===== src/rtl/stream_bit_counter_pkg.sv =====
// Shared definitions for the stream bit counter.
//   state_t : frame FSM states (IDLE, ACCUM, DONE)
//   clog2   : ceil(log2(v)) for width derivation; clog2(1) = 0
package stream_bit_counter_pkg;

  typedef enum logic [1:0] {
    IDLE  = 2'd0,
    ACCUM = 2'd1,
    DONE  = 2'd2
  } state_t;

  function automatic int unsigned clog2(input int unsigned v);
    int unsigned r;
    r = 0;
    for (longint unsigned p = 1; p < longint'(v); p = p << 1) begin
      r = r + 1;
    end
    return r;
  endfunction

endpackage


===== src/rtl/bit_popcount.sv =====
// Combinational population count.
//   din : W-bit input word
//   cnt : number of 1 bits in din, clog2(W+1) bits wide
module bit_popcount
  import stream_bit_counter_pkg::*;
#(
  parameter  int unsigned W  = 8,
  localparam int unsigned CW = clog2(W + 1)
) (
  input  logic [W-1:0]  din,
  output logic [CW-1:0] cnt
);

  always_comb begin
    cnt = '0;
    for (int unsigned i = 0; i < W; i++) begin
      cnt = cnt + CW'(din[i]);
    end
  end

endmodule


===== src/rtl/stream_bit_counter.sv =====
// Counts 1 and 0 bits over a frame of input beats and presents the totals
// as a single registered result with a valid/ready handshake.
//   clk, rst_n             : clock, asynchronous active-low reset
//   in_valid/in_ready      : input beat handshake
//   in_data, in_last       : beat payload and end-of-frame marker
//   out_valid/out_ready    : result handshake
//   out_ones, out_zeroes   : 1-bit and 0-bit totals of the frame
//   out_words              : beats in the frame
//   out_trunc              : frame closed at MAX_WORDS without in_last
module stream_bit_counter
  import stream_bit_counter_pkg::*;
#(
  parameter  int unsigned DATA_W    = 8,
  parameter  int unsigned MAX_WORDS = 16,
  localparam int unsigned CNT_W     = clog2(DATA_W * MAX_WORDS + 1),
  localparam int unsigned WCNT_W    = clog2(MAX_WORDS + 1)
) (
  input  logic              clk,
  input  logic              rst_n,
  input  logic              in_valid,
  output logic              in_ready,
  input  logic [DATA_W-1:0] in_data,
  input  logic              in_last,
  output logic              out_valid,
  input  logic              out_ready,
  output logic [CNT_W-1:0]  out_ones,
  output logic [CNT_W-1:0]  out_zeroes,
  output logic [WCNT_W-1:0] out_words,
  output logic              out_trunc
);

  localparam int unsigned PC_W = clog2(DATA_W + 1);

  state_t            state;
  logic              rdy_en;
  logic [CNT_W-1:0]  acc_ones;
  logic [WCNT_W-1:0] acc_words;
  logic [PC_W-1:0]   pc;

  logic              accept;
  logic              close;
  logic [CNT_W-1:0]  sum_ones;
  logic [WCNT_W-1:0] sum_words;
  logic [CNT_W-1:0]  sum_zeroes;

  bit_popcount #(.W(DATA_W)) u_popcount (
    .din (in_data),
    .cnt (pc)
  );

  // rdy_en holds in_ready low during reset and releases it on the first
  // clock edge after rst_n deasserts.
  assign in_ready  = rdy_en && (state != DONE);
  assign out_valid = (state == DONE);

  always_comb begin
    accept     = in_valid && in_ready;
    sum_ones   = acc_ones + CNT_W'(pc);
    sum_words  = acc_words + WCNT_W'(1);
    close      = accept && (in_last || (sum_words == WCNT_W'(MAX_WORDS)));
    // words*DATA_W never exceeds DATA_W*MAX_WORDS, which CNT_W covers.
    sum_zeroes = CNT_W'(sum_words) * CNT_W'(DATA_W) - sum_ones;
  end

  always_ff @(posedge clk or negedge rst_n) begin
    if (!rst_n) begin
      state      <= IDLE;
      rdy_en     <= 1'b0;
      acc_ones   <= '0;
      acc_words  <= '0;
      out_ones   <= '0;
      out_zeroes <= '0;
      out_words  <= '0;
      out_trunc  <= 1'b0;
    end else begin
      rdy_en <= 1'b1;
      case (state)
        IDLE, ACCUM: begin
          if (accept) begin
            acc_ones  <= sum_ones;
            acc_words <= sum_words;
            if (close) begin
              state      <= DONE;
              out_ones   <= sum_ones;
              out_zeroes <= sum_zeroes;
              out_words  <= sum_words;
              out_trunc  <= !in_last;
            end else begin
              state <= ACCUM;
            end
          end
        end
        DONE: begin
          if (out_ready) begin
            state     <= IDLE;
            acc_ones  <= '0;
            acc_words <= '0;
          end
        end
        default: state <= IDLE;
      endcase
    end
  end

endmodule


===== config.mk =====
export PLATFORM = sky130hd
export DESIGN_NAME = stream_bit_counter
export DESIGN_NICKNAME = d
export VERILOG_FILES = /design/src/rtl/stream_bit_counter_pkg.sv /design/src/rtl/bit_popcount.sv /design/src/rtl/stream_bit_counter.sv
export SDC_FILE = /design/constraint.sdc
export NUM_CORES = 1
export LEC_CHECK = 0
export CAP_MARGIN = 25
export CORE_UTILIZATION = 44
export CTS_BUF_LIST = sky130_fd_sc_hd__clkbuf_16
export DETAILED_ROUTE_END_ITERATION = 10
export PLACE_DENSITY = 0.77
export SLEW_MARGIN = 20
export SYNTH_ARGS = -nofsm -noshare
export SYNTH_HDL_FRONTEND = slang
export SYNTH_SLANG_ARGS = --single-unit

===== constraint.sdc =====
create_clock -name clk -period 7.1 [get_ports clk]
set_input_delay 1.065 -clock clk [delete_from_list [all_inputs] [get_ports clk]]
set_output_delay 1.065 -clock clk [all_outputs]
set_load 0.01 [all_outputs]

==> flow_summary.ini <==
[run_status]
status = completed

[layout]
final_core_util_pct = 58.6
diodes = 0
nFillCells = 404
syn_to_final_growth_pct = 28.0
drive_gt1_share_pct = 6.39
fin_nets = 296
final_area_um2 = 2770

[grt]
grt_max_degree = 42
grt_pass1_wl_um = 7250
antenna_found_initial = 0
first_global_vias = 1583
grt_overflow = 0
grt_usage_pct = 18.2

[die]
die_h_um = 72.1
dieWidth_um = 72.1
initial_utilization_pct = 45.8
coreArea_um2 = 4720
ios = 37
die-area_um2 = 5200
num_rows = 25

[placed_design]
portBuffers = 36
gp_congestion = 0.857
dpl.hpwl_um = 2980
place_area_um2 = 2570
pre_cts_ws_ns = 0.718

[route]
ant_nets = 0
vias = 1686
drt_iter0_drc = 105
drc = 0
first_pass_iters = 4
wl_per_cell_um = 12.5
vias_per_cell = 5.06
wirelength_um = 4150

[timing]
timing.final.crit_share_pct = 86.4
hold_viol_final = 0
finalSetupTns_ns = 0
relSlewSlack_pct = 29.3
slew_violations = 0
rsz0062_at_grt = false
setup_violations = 0
period_needed_ns = 6.13
setup_ws_ns = 0.967
worstMarginPinSlew_ns = 1.06
fmax_mhz = 163
clock_skew_ns = 0.00563

[power]
ir_drop_uv = 182
p_switching_w = 0.000411
p_clk_share_pct = 25.1
switching_share_pct = 35.7
internal_power_w = 0.000740
pwr_density_cell_nw_per_um2 = 416
pwr-share-comb_pct = 47.2
seq_power_share_pct = 27.8
leakagePower_nw = 1.26

[worst_setup_path]
crit_buf_inv = 3
arrival_ns = 6.35
worstSetupPathType = input port to register
critical_path.most_common_cell = fa_1
crit_chain = clkdlybuf4s50_1 > ha_1 > inv_1 > fa_1 > fa_1 > fa_1 > inv_1 > fa_1 > fa_1 > a21o_1 > a21oi_1 > xor2_1 > ha_1 > a21oi_1 > a21bo_2 > o41ai_1 > a21boi_0 > or4_1 > nand3_1
crit_path_top_delay_cell = fa_1
worst_path_largest_cell_delay_ns = 0.49
critical_path.max_fanout = 4
crit_family = adder cells
crit_path_start_kind = input port
critPathCaptureType = register
cp.required_ns = 7.32

[cts]
cts_tree = built
cts_setup_buffers = 0
hold_buffers = 0
cts.reportedPaths.clkPinSlew_ns = 0.06
post_cts_resized = 0
cts_buffers = 5
cts-root-buf = clkbuf_16
cts_buffer_depth = 2
clock-sinks = 37
clock_latency_ns = 0.28
htree_levels = 2

[worst_hold_path]
worstHoldPathType = register to register

[yosys]
post_synth_num_cell_types = 45
syn_avg_cell_area_um2 = 9.40
syn-num-nets = 261
synth-warning-count = 0
synth_cells = 230
synth-seq-cells = 37
synth-seq-area-share_pct = 42.8
synth_area_um2 = 2160

[job]
drv_cap = 0
-- flip-flops by register name, indices dropped and copies added (netlist names) --
register    cells
acc_words       5
state           2
out_trunc       1
out_words       5
rdy_en          1
out_ones        8
out_zeroes      7
acc_ones        8
-- synthesized netlist by cell type (all sizes together) --
library cell	count	area share (%)
a21oi	5	1.2
nand4	1	0.29
or2	1	0.29
o211ai	1	0.35
or4	1	0.35
mux2i	2	0.93
o41ai	1	0.41
nor4bb	1	0.46
and3	1	0.29
dfrtp	37	43
nand3	6	1.6
inv	20	3.5
a21o	3	1.0
fa	5	4.6
ha	13	7.5
o31a	2	0.81
a22o	2	0.81
maj3	1	0.52
conb	1	0.17
a211oi	2	0.93
xnor2	9	4.0
nor2b	3	0.87
xor2	7	2.8
buf	4	1.0
nand2b	2	0.93
and2	1	0.29
o21ai	34	8.0
a31oi	3	0.87
a41oi	1	0.41
a21boi	1	0.35
o31ai	3	1.0
nor3	1	0.23
a21bo	1	0.46
nand2	41	7.1
nor2	6	1.0
or3	1	0.29
clkbuf	5	0.87
o211a	1	0.46
-- metal layers --
metal  up-vias  track usage, %  part of all wire [%]
met5         -               0                     0
met4         0            7.41                   1.7
met3         7            4.31                   3.2
met2        45            29.7                    47
met1       784            23.4                    48
li1        850               -                     -
-- path summary, 6_finish.rpt --
| path | slack (ns) | startpoint | endpoint | cells after the start |
|---|---|---|---|---|
| min in group asynchronous | 1.20 | rst_n | acc_ones[2] | 2 |
| hold / removal | 0.46 | state[1] | state[0] | 1 |
| max in group asynchronous | 5.57 | rst_n | out_ones[3] | 2 |
| hold reg to reg | 0.46 | state[1] | state[0] | 1 |
| setup / recovery | 0.97 | in_data[0] | out_zeroes[7] | 19 |
| setup reg to reg | 3.71 | acc_ones[0] | out_zeroes[7] | 12 |
-- power by group through the flow --
stage | clock network (W) | logic, W | registers [W]
2_1_floorplan | 0 | 0.000349 | 0.000335
6_report | 0.000288 | 0.000543 | 0.000320
3_5_place_dp | 0 | 0.000535 | 0.000323
5_1_grt | 0.000302 | 0.000598 | 0.000329
3_3_place_gp | 0 | 0.000525 | 0.000319
4_1_cts | 0.000292 | 0.000540 | 0.000320
-- layout by cell type (no fill, tap or decap), types with 2 or more instances in the layout --
cell,instances
nor2b_1,3
inv_1,20
clkbuf_16,5
nand3_1,5
ha_1,13
xor2_1,7
a21oi_1,5
a22o_1,2
dfrtp_1,37
o31ai_1,3
a31oi_1,3
mux2i_1,2
nand2_1,41
o31a_1,2
fa_1,5
nor2_1,6
a21o_1,3
o21ai_0,32
xnor2_1,8
bufinv_16,2
clkdlybuf4s50_1,36
-- metrics by stage --
step                      hold WS (ns)  instances  power, W
final                            0.460        333   0.00115
after global routing             0.487        333   0.00123
after CTS                        0.457        333   0.00115
after detailed placement         0.449        325  0.000857
after global placement           0.443        325  0.000845
after floorplan                  0.428        230  0.000684
-- kinds of logic (layout without fill, tap and decap cells) --
logic type / Yosys count / count (layout) / share of synthesized area [%]
AOI/OAI and AO/OA: 60 / 60 / 17.1
muxes: 2 / 2 / 0.926
buffers and inverters: 29 / 65 / 5.38
DFF: 37 / 37 / 42.8
other: 1 / 1 / 0.173
and+or+nand+nor: 66 / 66 / 14.1
xor gates and xnor gates: 16 / 16 / 6.83
adders and majority gates: 19 / 19 / 12.7
-- area by class of cell --
type	instances	area (um2)	share of cell area [%]
clock inverter	3	68.8	2.49
timing repair buffer	37	368	13.3
tap	67	83.8	3.03
inverter	20	75.1	2.71
clock buffer	5	125	4.52
sequential	37	926	33.5
multi-input combinational	164	1120	40.5
Note: power is estimated with default switching activity, not from simulation.
